File: src/rtl/decode_pkg.sv
// Shared RV32I/M decode encodings and the decoded-instruction bundle, used by decode, ALU and memory units.
package decode_pkg;

   localparam logic [6:0] OPC_LUI    = 7'b0110111;
   localparam logic [6:0] OPC_AUIPC  = 7'b0010111;
   localparam logic [6:0] OPC_JAL    = 7'b1101111;
   localparam logic [6:0] OPC_JALR   = 7'b1100111;
   localparam logic [6:0] OPC_BRANCH = 7'b1100011;
   localparam logic [6:0] OPC_LOAD   = 7'b0000011;
   localparam logic [6:0] OPC_STORE  = 7'b0100011;
   localparam logic [6:0] OPC_OPIMM  = 7'b0010011;
   localparam logic [6:0] OPC_OP     = 7'b0110011;

   typedef enum logic [2:0] {
      EXT_NONE = 3'b000,
      EXT_I    = 3'b001,
      EXT_B    = 3'b010,
      EXT_J    = 3'b011,
      EXT_U    = 3'b100,
      EXT_S    = 3'b101
   } ext_op_t;

   localparam logic [2:0] MEM_B  = 3'b000;
   localparam logic [2:0] MEM_BU = 3'b001;
   localparam logic [2:0] MEM_H  = 3'b010;
   localparam logic [2:0] MEM_HU = 3'b011;
   localparam logic [2:0] MEM_W  = 3'b100;

   localparam logic       ASRC_RS1  = 1'b0;
   localparam logic       ASRC_PC   = 1'b1;
   localparam logic [1:0] BSRC_RS2  = 2'b00;
   localparam logic [1:0] BSRC_IMM  = 2'b01;
   localparam logic [1:0] BSRC_FOUR = 2'b10;

   localparam logic [4:0] ALU_ADD  = 5'b00000;
   localparam logic [4:0] ALU_SLL  = 5'b00001;
   localparam logic [4:0] ALU_SLT  = 5'b00010;
   localparam logic [4:0] ALU_SLTU = 5'b00011;
   localparam logic [4:0] ALU_XOR  = 5'b00100;
   localparam logic [4:0] ALU_SRL  = 5'b00101;
   localparam logic [4:0] ALU_OR   = 5'b00110;
   localparam logic [4:0] ALU_AND  = 5'b00111;
   localparam logic [4:0] ALU_SUB  = 5'b01000;
   localparam logic [4:0] ALU_SRA  = 5'b01001;
   localparam logic [4:0] ALU_BEQ  = 5'b01010;
   localparam logic [4:0] ALU_BNE  = 5'b01011;
   localparam logic [4:0] ALU_BLT  = 5'b01100;
   localparam logic [4:0] ALU_BGE  = 5'b01101;
   localparam logic [4:0] ALU_BLTU = 5'b01110;
   localparam logic [4:0] ALU_BGEU = 5'b01111;
   localparam logic [4:0] ALU_LUI  = 5'b10000;
   // mul..remu occupy ALU_MUL + func3
   localparam logic [4:0] ALU_MUL  = 5'b10001;

   typedef struct packed {
      ext_op_t     ext_op;
      logic        reg_wr;
      logic        alua_src;
      logic [1:0]  alub_src;
      logic [4:0]  alu_ctr;
      logic        branch;
      logic        jump;
      logic        mem_to_reg;
      logic        mem_wr;
      logic [2:0]  mem_op;
      logic [31:0] imm;
      logic [4:0]  rs1;
      logic [4:0]  rs2;
      logic [4:0]  rd;
      logic [31:0] pc;
      logic        illegal;
   } bundle_t;

   localparam int BUNDLE_W = $bits(bundle_t);

   function automatic logic [31:0] imm_gen(input logic [31:0] inst, input ext_op_t ext);
      case (ext)
         EXT_I:   return {{20{inst[31]}}, inst[31:20]};
         EXT_S:   return {{20{inst[31]}}, inst[31:25], inst[11:7]};
         EXT_B:   return {{19{inst[31]}}, inst[31], inst[7], inst[30:25], inst[11:8], 1'b0};
         EXT_J:   return {{11{inst[31]}}, inst[31], inst[19:12], inst[20], inst[30:21], 1'b0};
         EXT_U:   return {inst[31:12], 12'h000};
         default: return 32'h0000_0000;
      endcase
   endfunction

   function automatic logic [4:0] alu_of_f3(input logic [2:0] f3);
      case (f3)
         3'b000:  return ALU_ADD;
         3'b001:  return ALU_SLL;
         3'b010:  return ALU_SLT;
         3'b011:  return ALU_SLTU;
         3'b100:  return ALU_XOR;
         3'b101:  return ALU_SRL;
         3'b110:  return ALU_OR;
         default: return ALU_AND;
      endcase
   endfunction

endpackage

File: src/rtl/inst_decoder.sv
// Purely combinational RV32I(+M) decoder producing the control/immediate bundle.
// Illegal encodings flag illegal and suppress every architectural side effect.
module inst_decoder
   import decode_pkg::*;
#(
   parameter int EN_M = 0
) (
   input  logic [31:0] inst,
   input  logic [31:0] pc,
   output bundle_t     dec
);

   logic [2:0] f3;
   logic [6:0] f7;
   logic       ill;

   assign f3 = inst[14:12];
   assign f7 = inst[31:25];

   always_comb begin
      dec            = '0;
      ill            = 1'b0;
      dec.ext_op     = EXT_NONE;
      dec.alua_src   = ASRC_RS1;
      dec.alub_src   = BSRC_RS2;
      dec.alu_ctr    = ALU_ADD;
      dec.mem_op     = MEM_B;
      dec.rs1        = inst[19:15];
      dec.rs2        = inst[24:20];
      dec.rd         = inst[11:7];
      dec.pc         = pc;
      case (inst[6:0])
         OPC_LUI: begin
            dec.ext_op = EXT_U; dec.reg_wr = 1'b1; dec.alub_src = BSRC_IMM; dec.alu_ctr = ALU_LUI;
         end
         OPC_AUIPC: begin
            dec.ext_op = EXT_U; dec.reg_wr = 1'b1; dec.alua_src = ASRC_PC; dec.alub_src = BSRC_IMM;
         end
         OPC_JAL, OPC_JALR: begin
            dec.ext_op   = (inst[3]) ? EXT_J : EXT_I;
            dec.reg_wr   = 1'b1;
            dec.jump     = 1'b1;
            dec.alua_src = ASRC_PC;
            dec.alub_src = BSRC_FOUR;
            ill          = !inst[3] && (f3 != 3'b000);
         end
         OPC_BRANCH: begin
            dec.ext_op = EXT_B;
            dec.branch = 1'b1;
            case (f3)
               3'b000:  dec.alu_ctr = ALU_BEQ;
               3'b001:  dec.alu_ctr = ALU_BNE;
               3'b100:  dec.alu_ctr = ALU_BLT;
               3'b101:  dec.alu_ctr = ALU_BGE;
               3'b110:  dec.alu_ctr = ALU_BLTU;
               3'b111:  dec.alu_ctr = ALU_BGEU;
               default: ill = 1'b1;
            endcase
         end
         OPC_LOAD: begin
            dec.ext_op = EXT_I; dec.reg_wr = 1'b1; dec.mem_to_reg = 1'b1; dec.alub_src = BSRC_IMM;
            case (f3)
               3'b000:  dec.mem_op = MEM_B;
               3'b001:  dec.mem_op = MEM_H;
               3'b010:  dec.mem_op = MEM_W;
               3'b100:  dec.mem_op = MEM_BU;
               3'b101:  dec.mem_op = MEM_HU;
               default: ill = 1'b1;
            endcase
         end
         OPC_STORE: begin
            dec.ext_op = EXT_S; dec.mem_wr = 1'b1; dec.alub_src = BSRC_IMM;
            case (f3)
               3'b000:  dec.mem_op = MEM_B;
               3'b001:  dec.mem_op = MEM_H;
               3'b010:  dec.mem_op = MEM_W;
               default: ill = 1'b1;
            endcase
         end
         OPC_OPIMM: begin
            dec.ext_op = EXT_I; dec.reg_wr = 1'b1; dec.alub_src = BSRC_IMM;
            dec.alu_ctr = alu_of_f3(f3);
            // Shift-immediates reuse funct7; only inst[30] may be set, and only for srai
            if (f3 == 3'b001) ill = (f7 != 7'b0000000);
            if (f3 == 3'b101) begin
               if (f7 == 7'b0100000)      dec.alu_ctr = ALU_SRA;
               else if (f7 != 7'b0000000) ill = 1'b1;
            end
         end
         OPC_OP: begin
            dec.reg_wr = 1'b1;
            case (f7)
               7'b0000000: dec.alu_ctr = alu_of_f3(f3);
               7'b0100000: begin
                  if (f3 == 3'b000)      dec.alu_ctr = ALU_SUB;
                  else if (f3 == 3'b101) dec.alu_ctr = ALU_SRA;
                  else                   ill = 1'b1;
               end
               7'b0000001: begin
                  if (EN_M != 0) dec.alu_ctr = ALU_MUL + {2'b00, f3};
                  else           ill = 1'b1;
               end
               default: ill = 1'b1;
            endcase
         end
         default: ill = 1'b1;
      endcase
      dec.imm = imm_gen(inst, dec.ext_op);
      if (ill) begin
         dec.reg_wr = 1'b0;
         dec.mem_wr = 1'b0;
         dec.branch = 1'b0;
         dec.jump   = 1'b0;
      end
      dec.illegal = ill;
   end

endmodule

File: src/rtl/decode_stage.sv
// Decode pipeline stage: 1-cycle registered decode behind a 2-entry skid buffer.
// in_ready comes straight from the skid-valid flop, so it never depends on out_ready.
module decode_stage
   import decode_pkg::*;
#(
   parameter int EN_M     = 0,
   parameter int ALUCTR_W = 5
) (
   input  logic                clk,
   input  logic                rst,
   input  logic                in_valid,
   output logic                in_ready,
   input  logic [31:0]         in_inst,
   input  logic [31:0]         in_pc,
   output logic                out_valid,
   input  logic                out_ready,
   input  logic                flush,
   output logic [2:0]          ExtOp,
   output logic                RegWr,
   output logic                ALUASrc,
   output logic [1:0]          ALUBSrc,
   output logic [ALUCTR_W-1:0] ALUCtr,
   output logic                Branch,
   output logic                Jump,
   output logic                MemtoReg,
   output logic                MemWr,
   output logic [2:0]          MemOp,
   output logic [31:0]         imm,
   output logic [4:0]          rs1,
   output logic [4:0]          rs2,
   output logic [4:0]          rd,
   output logic [31:0]         out_pc,
   output logic                illegal
);

   bundle_t               dec;
   bundle_t               out_q, out_d;
   logic [BUNDLE_W-1:0]   skid_q, skid_d;
   logic                  out_vld_q, out_vld_d;
   logic                  skid_vld_q, skid_vld_d;
   logic                  accept, out_free;

   inst_decoder #(.EN_M(EN_M)) u_inst_decoder (
      .inst (in_inst),
      .pc   (in_pc),
      .dec  (dec)
   );

   always_comb begin
      accept     = in_valid && !skid_vld_q;
      out_free   = !out_vld_q || out_ready;
      out_d      = out_q;
      out_vld_d  = out_vld_q;
      skid_d     = skid_q;
      skid_vld_d = skid_vld_q;
      if (flush) begin
         out_vld_d  = 1'b0;
         skid_vld_d = 1'b0;
      end else if (out_free) begin
         // A full skid blocks accept, so it is the only candidate for the output slot
         if (skid_vld_q) begin
            out_d      = bundle_t'(skid_q);
            out_vld_d  = 1'b1;
            skid_vld_d = 1'b0;
         end else begin
            out_vld_d = accept;
            if (accept) out_d = dec;
         end
      end else if (accept) begin
         skid_d     = dec;
         skid_vld_d = 1'b1;
      end
   end

   always_ff @(posedge clk) begin
      if (rst) begin
         out_q      <= '0;
         out_vld_q  <= 1'b0;
         skid_q     <= '0;
         skid_vld_q <= 1'b0;
      end else begin
         out_q      <= out_d;
         out_vld_q  <= out_vld_d;
         skid_q     <= skid_d;
         skid_vld_q <= skid_vld_d;
      end
   end

   assign in_ready  = !skid_vld_q;
   assign out_valid = out_vld_q;
   assign ExtOp     = out_q.ext_op;
   assign RegWr     = out_q.reg_wr;
   assign ALUASrc   = out_q.alua_src;
   assign ALUBSrc   = out_q.alub_src;
   assign ALUCtr    = ALUCTR_W'(out_q.alu_ctr);
   assign Branch    = out_q.branch;
   assign Jump      = out_q.jump;
   assign MemtoReg  = out_q.mem_to_reg;
   assign MemWr     = out_q.mem_wr;
   assign MemOp     = out_q.mem_op;
   assign imm       = out_q.imm;
   assign rs1       = out_q.rs1;
   assign rs2       = out_q.rs2;
   assign rd        = out_q.rd;
   assign out_pc    = out_q.pc;
   assign illegal   = out_q.illegal;

endmodule

File: config.mk
export PLATFORM = sky130hd
export DESIGN_NAME = decode_stage
export DESIGN_NICKNAME = d
export VERILOG_FILES = /design/src/rtl/decode_pkg.sv /design/src/rtl/inst_decoder.sv /design/src/rtl/decode_stage.sv
export SDC_FILE = /design/constraint.sdc
export NUM_CORES = 1
export LEC_CHECK = 0
export ABC_AREA = 1
export CORE_AREA = 10 10 142 144
export CTS_CLUSTER_DIAMETER = 60
export DETAILED_ROUTE_END_ITERATION = 8
export DIE_AREA = 0 0 152 154
export PLACE_DENSITY = 0.86
export SLEW_MARGIN = 20
export SYNTH_ARGS = -nofsm -noshare
export SYNTH_HDL_FRONTEND = slang
export SYNTH_SLANG_ARGS = --single-unit
File: constraint.sdc
create_clock -name clk -period 2.2 [get_ports clk]
set_clock_uncertainty 0.05 [all_clocks]
set_input_delay 0.33 -clock clk [delete_from_list [all_inputs] [get_ports clk]]
set_output_delay 0.33 -clock clk [all_outputs]
set_load 0.03 [all_outputs]
Word level (Yosys, flattened, before mapping). Index checks and enable logic that the tools add are counted.

Output and inout port bits: 101. Bits in registers: 200. Input port bits: 69. Logic and storage cells: 105.

Bitwise operators: 2. Mux-type cells: 38. Equal/unequal tests: 22. Reduce and logical (&&, ||, !) cells: 24.

Operator list (count): 99-bit 2-to-1 mux (2); 32-bit case mux with 5 select lines (1); 7-bit by 6-bit == test with 1-bit output (second input constant) (4); 4-bit case mux with 6 select lines (1); 7-bit == test (second input constant) (3); 3-bit case mux with 7 select lines (1); 5-bit case mux with 4 select lines (1); 3-bit == test (second input constant) (6); 1-bit 2-to-1 mux (18); 5-bit 2-to-1 mux (3); 3-bit case mux with 5 select lines (1); 7-bit by 5-bit == test with 1-bit output (second input constant) (2); 3-bit by 2-bit == test with 1-bit output (second input constant) (4); 3-bit case mux with 2 select lines (2); 3-bit case mux with 4 select lines (1); 5-bit case mux with 2 select lines (1); 5-bit OR reduction (2); 3-bit OR reduction (3); 2-bit OR reduction (4); 7-bit by 2-bit == test with 1-bit output (second input constant) (1); 7-bit logical NOT (1); 1-bit case mux with 7 select lines (1); 7-bit nonzero test (1); 7-bit OR reduction (1); other kinds (14) (21).

Depth between registers and ports, before layout. Gate-level depths: netlist of the first run.

Depth after elaboration: 9. Depth in mapped cells: 14. Depth with buffers taken out: 13.

By module. From an unflattened synthesis of the first run, not the netlist that was laid out.

Cells, all modules: 1723. Area total of the unflattened synthesis: 10588.9 µm².

Modules (own cells, without submodules): decode_stage (times used 1, seq. area each 4003.8 µm², cells each 1497, area an instance 9248.9 µm²); inst_decoder (times used 1, seq. area each 0.0 µm², cells each 226, area an instance 1340.0 µm²).

Worst setup path before layout of the first run. Ideal clock, no wire load.

Path type: register -> register. From: register out_vld_q, in the netlist out_valid. To: register skid_q[49]. Arrival time: 1661 ps. Path buffers: 2. Required time: 2034 ps. Clock period less this slack: 1827 ps. Setup slack: 373 ps. Library setup time: 116 ps. Cell stages (with the launch flop): 10. Cell sequence: dfxtp_1 > inv_1 > nor2_1 > nand4_1 > inv_1 > buf_2 > buf_2 > nand3_1 > o211ai_1 > inv_1.

Longest elaborated chain between the ends: 4.

RTL lines: start: declaration (line decode_stage.sv:39) `logic out_vld_q, out_vld_d;`; start signal: assignment (line decode_stage.sv:83) `out_vld_q <= out_vld_d;`; 1-bit logical NOT (line decode_stage.sv:51) `out_free = !out_vld_q || out_ready;`; 1-bit logical OR (line decode_stage.sv:51); 1-bit NOT (no line); 3-bit AND reduction (no line); end signal: assignment (line decode_stage.sv:84) `skid_q <= skid_d;`; end: declaration (line decode_stage.sv:38) `logic [BUNDLE_W-1:0] skid_q, skid_d;`.

No other way between the ends. A chain may end at the register's enable or synchronous reset.

Final worst setup path of the first run.
From: register skid_vld_q. To: output in_ready.

Longest elaborated chain between the ends: 1.

RTL lines: start: declaration (line decode_stage.sv:40) `logic skid_vld_q, skid_vld_d;`; start signal: assignment (line decode_stage.sv:85) `skid_vld_q <= skid_vld_d;`; 1-bit logical NOT (line decode_stage.sv:89) `assign in_ready = !skid_vld_q;`; end: declaration (line decode_stage.sv:12) `output logic in_ready,`.

No other way between the ends.

==> metrics.txt, run 1 <==
status=completed; post-synth cell types=36; Max Fclk=around 500 MHz; Reg-to-Reg Start=skid_vld_q; GP Congestion=~0.89; min Tclk post-route=roughly 2.0 ns; global-route wire length before repair=43200 um; commonest non-fill, non-tap cells in the layout=nand2_1 (226), dfxtp_1 (199), clkdlybuf4s50_1 (168), o21ai_0 (145), a21oi_1 (126); Die W=about 150 um; Power Density=between 600 and 700 mW/mm2; Synth Warn #=0; Crit. End Element=output port; port bufs=169; final hold vios=0; period utilization=0.9049; # H-tree levels=4; Antenna Nets Post-Route=0; Post-synth top flop=dfxtp_1; post-synthesis mux area share=0; Synth Area in Adders=0; min-delay src=in_pc[6]; WHS Endpoint=skid_q[7]; Hold-fix buffers, CTS=0; WS Path Type=register to output port; CTS tree=built; crit path DAT=1.61 ns; #FFs+latches synth=200; Layout Nets=around 1400; Synth Area per Inst=7.323 um2; Finished Layout Cells=1599; setup bufs post-CTS=0; Worst Reg2Reg Path Length in Cells=6; fin. max-slew vios=0; maximum VDD drop=~0.00055 V; number of cell rows=between 40 and 50; hold path depth=3; fillers=approximately 1400; startpoint types=register; clk buf depth=2; core footprint=0.01718 mm2; CTS root buffer=clkbuf_16; relative slew slack=0.4773; drt first pass iters=6; max_cap viols=0; Num CTS Buffers=17; top cell type's share of synthesized area=0.4549; Mapped Area=~0.009 mm2; EDFF count, synth=0; post-CTS sizing=0; final setup fails=0; Remaining Overflow, GRT=0; Die Ht=around 150 um; dpl hpwl=18000 um; gr usage total=0.2195; main combinational cell family by area after synthesis=compound AO/OA/AOI/OAI gates; clk sinks=200; Post-Synth Simple-Gate Area=0.2192; complex-gate fraction of the synthesized area=0.2351; initial core utilization=0.5125; commonest non-fill, non-tap cell in the layout=nand2_1; cell count after synthesis=approximately 1200; FF-to-FF End=imm[2]; worst min-delay path class=input port to register; layout cells sized above 1=0.1055; initial antenna violation count=0; vias in the first global route=between 8000 and 9000; # IOs=170; top cell type by total area after synthesis=dfxtp_1; Mapped Nets=about 1300; total number of vias=about 8800; largest net degree at the start of global routing=77; RSZ-0062 raised after global routing=false; antenna cell count=0; CP Max Fanout=10; initial drt markers=764; r2r setup slk=roughly 0.45 ns; Tightest Pin Transition=between 0.7 and 0.8 ns; die area=about 0.023 mm2; fraction of registers with async set/reset=0; leakage=approximately 5.2 nW; Clk Latency, worst-skew pair=between 0.4 and 0.5 ns; area grow syn2layout=32.65%; Vias/cell=roughly 5.5; cells taking the most area after synthesis=dfxtp_1 (45%), nand2_1 (9.6%), o21ai_0 (8.2%); XOR/XNOR share of the synthesized area=0; Worst EP required=~1.8 ns; Clock transition at path regs=~0.070 ns; Avg WL per Cell=approximately 17 um; sequential share of the synthesized area=0.4549; Remaining DRCs=0; placed cell count=about 1600; drt total wl=between 20000 and 30000 um; final total power=slightly above 0.008 W
[critical path, stage by stage, from the launching register on]
cell             delay [ns]
dfxtp_2                0.39
inv_4                  0.11
clkdlybuf4s50_1        0.68
[synth_stat cells (10+ instances only)]
cell type and count:
clkbuf_1 63, nand2_1 226, buf_2 18, dfxtp_1 200, o21ai_0 145, inv_1 101
nand3_2 10, nand3_1 54, a21oi_2 10, nor2_1 109, a21oi_1 126, o211ai_1 29
a31oi_1 47
[flip-flops by register name, summed over array words and instances, names as in the netlist, 5 cells and up]
name and cells:
rs1 5, skid_q 99, ALUCtr 5, rd 5, out_pc 32, imm 32
rs2 5
[worst max-delay path by stage]
stage | to | depth (start not counted) | slack [ns] | startpoint
5_1_grt | imm[11] | 12 | 0.13 | in_inst[3]
3_3_place_gp | imm[16] | 12 | -0.05 | in_inst[3]
3_5_place_dp | imm[14] | 12 | -0.15 | in_inst[3]
6_report | in_ready | 2 | 0.21 | skid_vld_q
4_1_cts | in_ready | 2 | 0.18 | skid_vld_q
2_1_floorplan | skid_q[49] | 9 | 0.37 | out_valid
[through the flow]
step / hold slack [ns] / setup TNS, ns / instance area, um2 / utilization / setup slack [ns]
detailed placement: 0.4043 / -3.404 / 11040 / 0.6430 / -0.1498
global placement: 0.3918 / -0.7784 / 11040 / 0.6430 / -0.05428
finish: 0.4147 / 0 / 11680 / 0.6798 / 0.2093
floorplan: 0.3818 / 0 / 8802 / - / 0.3732
global route: 0.4205 / 0 / 11680 / 0.6798 / 0.1277
CTS: 0.4028 / 0 / 11680 / 0.6798 / 0.1807
[final cells by class]
type / count / area (um2) / share of cell area
clock inverters: 12 / 165.2 / 0.01414
well taps: 225 / 281.5 / 0.02411
multi-input cells: 803 / 3999 / 0.3425
clock buffers: 20 / 466.7 / 0.03997
inverters: 108 / 419.2 / 0.03590
flip-flops and latches: 200 / 4005 / 0.3430
repair buffers: 231 / 2340 / 0.2004
[power by group]
part / internal (W) / total, W / switching, W
clock: 0.00190 / 0.00332 / 0.00142
sequential: 0.00373 / 0.00379 / 0.0000565
combinational: 0.000414 / 0.000985 / 0.000571
total: 0.00604 / 0.00809 / 0.00205
[layer usage]
| metal | global-route usage | part of all wire |
|---|---|---|
| met1 | 0.2741 | 0.42 |
| met2 | 0.3483 | 0.47 |
| met3 | 0.05774 | 0.079 |
| met4 | 0.09812 | 0.032 |
| met5 | 0 | 0 |
[cells by family after synthesis]
logic type,count (synthesis)
simple gates,431
compound gates,372
flops,200
buf+inv,199
Power figures use the tool's default switching activity.
==> run 2, diff against run 1 <==
CORE_AREA = 10 10 152 154   (was 10 10 142 144)
DIE_AREA = 0 0 162 164   (was 0 0 152 154)
SYNTH_HIERARCHICAL = 1   (was default)
==> metrics.txt, run 2 <==
Switching Share=0.2972 (+0.04391); number of cell rows=52 (+8.3%); top cell type by total area after synthesis=dfxtp_1; Avg WL per Cell=13.72 um (-17%); final core occ=0.6480 (-0.03180); # H-tree levels=4 (unchanged); vias in the first global route=9749 (+18%); Comb pwr share=0.170 (+0.048); Clock transition at path regs=0.07 ns (about the same); delay-heaviest family, CP=simple AND/OR/NAND/NOR gates; final hold vios=0 (unchanged); drt first pass iters=7 (+1); commonest non-fill, non-tap cells in the layout=nand2_1 (446), nor2_1 (420), inv_1 (216), dfxtp_1 (199), clkdlybuf4s50_1 (168); Die Ht=164 um (+6.5%); Reg-to-Reg Start=skid_vld_q; min-delay src=skid_q[90]; Remaining Overflow, GRT=0 (unchanged); dpl hpwl=20100 um (+12%); leakage=6.060 nW (+17%); synth cell count leaders=nand2_1 (446), nor2_1 (420), inv_1 (216), dfxtp_1 (200), nand3_1 (118); Crit-path slowest cell=clkdlybuf4s50_1; max incr delay on CP=0.46 ns (-0.22 ns); share of total power in the clock network=0.364 (-0.046); final setup fails=0 (unchanged); global-route wire length before repair=47350 um (+9.6%); EDFF count, synth=0 (unchanged); initial core utilization=0.5284 (+0.01595); Synth Area per Inst=6.146 um2 (-16%); post-CTS sizing=0 (unchanged); Vias/cell=4.920 (-11%); Crit. End Element=register; commonest non-fill, non-tap cell in the layout=nand2_1; fin. max-slew vios=0 (unchanged); #FFs+latches synth=200 (unchanged); # IOs=170 (unchanged); RSZ-0062 raised after global routing=false; CP Max Fanout=8 (-2); worst min-delay path class=register to register; Antenna Nets Post-Route=0 (unchanged); Max Fclk=492.0 MHz (-2.1%); Hold Slack=0.4339 ns (+0.01922 ns); Mapped Area=0.01059 mm2 (+20%); status=completed; sequential power share=0.465 (-0.003); cells taking the most area after synthesis=dfxtp_1 (38%), nand2_1 (16%), nor2_1 (15%); layout cells sized above 1=0.08111 (-0.02442); period utilization=0.9238 (+0.01896); Die W=162 um (+6.6%); Layout Nets=1893 (+32%); Largest Register=skid_q; Tightest Pin Transition=0.4177 ns (-0.3664 ns); port bufs=169 (unchanged); post-synth cell types=30 (-17%); Power Density=638.0 mW/mm2 (-7.9%); relative slew slack=0.7206 (+0.2434); net switching power=0.002462 W (+20%); GP Congestion=0.9405 (+5.5%); Remaining DRCs=0 (unchanged); crit path DAT=2.35 ns (+0.74 ns); Post-synth top flop=dfxtp_1; gr usage total=0.2136 (-0.005937); maximum VDD drop=0.0005503 V (+0.91%); largest net degree at the start of global routing=98 (+27%); Clk Latency, worst-skew pair=0.43 ns (about the same); CTS tree=built; min Tclk post-route=2.032 ns (+0.04171 ns); fraction of registers with async set/reset=0 (unchanged); clk sinks=200 (unchanged); WS Path Type=input port to register; CP bufs+invs=3 (+1); Num CTS Buffers=17 (unchanged); initial drt markers=886 (+16%); core footprint=0.02004 mm2 (+17%); startpoint types=input port; Worst setup startpoint=in_inst[1]; cell breakdown of the critical path=clkdlybuf4s50_1 -> nand2_1 -> inv_2 -> nand3_4 -> nor2_2 -> nor2_4 -> nand2_4 -> nand4_2 -> nand3_1 -> inv_1 -> o21ai_0 -> nor2_1 -> nor2_1; die area=0.02657 mm2 (+13%); setup bufs post-CTS=0 (unchanged); Synth Warn #=6 (+6); Int Pwr=0.005822 W (-3.6%); drt total wl=28920 um (+9.5%); max_cap viols=0 (unchanged); total number of vias=10370 (+18%); top cell type's share of synthesized area=0.3781 (-0.07675); Worst EP required=2.51 ns (+0.69 ns); most common cell in the netlist=nand2_1; clk buf depth=2 (unchanged); Mapped Nets=1792 (+41%); Hold-fix buffers, CTS=0 (unchanged); initial antenna violation count=0 (unchanged); area grow syn2layout=22.63%; Top cell by count, worst path=nor2_1; cell count after synthesis=1723 (+43%); sequential share of the synthesized area=0.3781 (-0.07675); max FFs per register=99 (unchanged); CTS root buffer=clkbuf_16
## run 2: changes by cell type in the layout (fill, tap and decap cells not counted), sizes merged, moves of 3 or more
cell | previous run | this run
nor2 | 116 | 431
nand2 | 236 | 453
a21oi | 136 | 4
inv | 109 | 237
nand3 | 64 | 131
a31oi | 47 | 0
o21ai | 146 | 103
o211ai | 29 | 7
a21o | 6 | 0
a22oi | 4 | 0
nand4 | 7 | 3
bufinv | 3 | 0
clkbuf | 20 | 17
## run 2: power by group through the flow
| stage | clock (W) | combinational (W) | sequential [W] |
|---|---|---|---|
| detailed placement | 0 | 0.00141 | 0.00394 |
| finish | 0.00302 | 0.00141 | 0.00386 |
| floorplan | 0 | 0.000643 | 0.00417 |
| CTS | 0.00307 | 0.00142 | 0.00386 |
| global route | 0.00319 | 0.00155 | 0.00387 |
| global placement | 0 | 0.00139 | 0.00393 |
## run 2: final timing paths
path           endpoint  slack (ns)  depth (start not counted)
max             imm[19]        0.17                         13
min          skid_q[90]        0.43                          2
max reg2reg    ExtOp[2]        0.61                          5
min reg2reg  skid_q[90]        0.43                          2
## run 2: cell type report
class | count | area, um2
well taps | 270 | 337.8
diodes | 1 | 2.502
inverters | 231 | 872.1
fillers | 1788 | 7054
flip-flops and latches | 200 | 4008
clock buffers | 17 | 425.4
multi-input cells | 1144 | 4876
repair buffers | 230 | 2327
clock inverters | 15 | 136.4
## run 2: per-stage QoR
stage | setup slack (ns) | power (W) | std cells | area (um2) | TNS [ns]
after CTS | 0.2263 | 0.008340 | 2107 | 12980 | 0
after global placement | -0.1467 | 0.005319 | 2075 | 12420 | -2.128
final | 0.1676 | 0.008285 | 2108 | 12990 | 0
after global routing | 0.01264 | 0.008617 | 2107 | 12980 | 0
after floorplan | 0.5029 | 0.004810 | 1723 | 10590 | 0
after detailed placement | -0.2151 | 0.005346 | 2075 | 12420 | -6.602
## run 2: cell families after synthesis
family                 count (synthesis)  synth area share
AO/OA/AOI/OAI                        117           0.06003
buffers and inverters                379            0.1621
flip-flops                           200            0.3781
AND/OR/NAND/NOR                     1027            0.3997
## run 2: routing by layer
layer	track usage	up-vias	share of wire
met1	0.2650	4665	0.44
li1	-	5309	-
met4	0.06121	0	0.017
met5	0	-	0
met2	0.3624	355	0.47
met3	0.05006	42	0.077
## run 2: worst register-to-register path, cell delays in order (launching register included)
cell and delay, ns:
dfxtp_4 0.37, buf_12 0.33, buf_4 0.40, o21ai_0 0.16, nor2_1 0.12, nor2_1 0.06
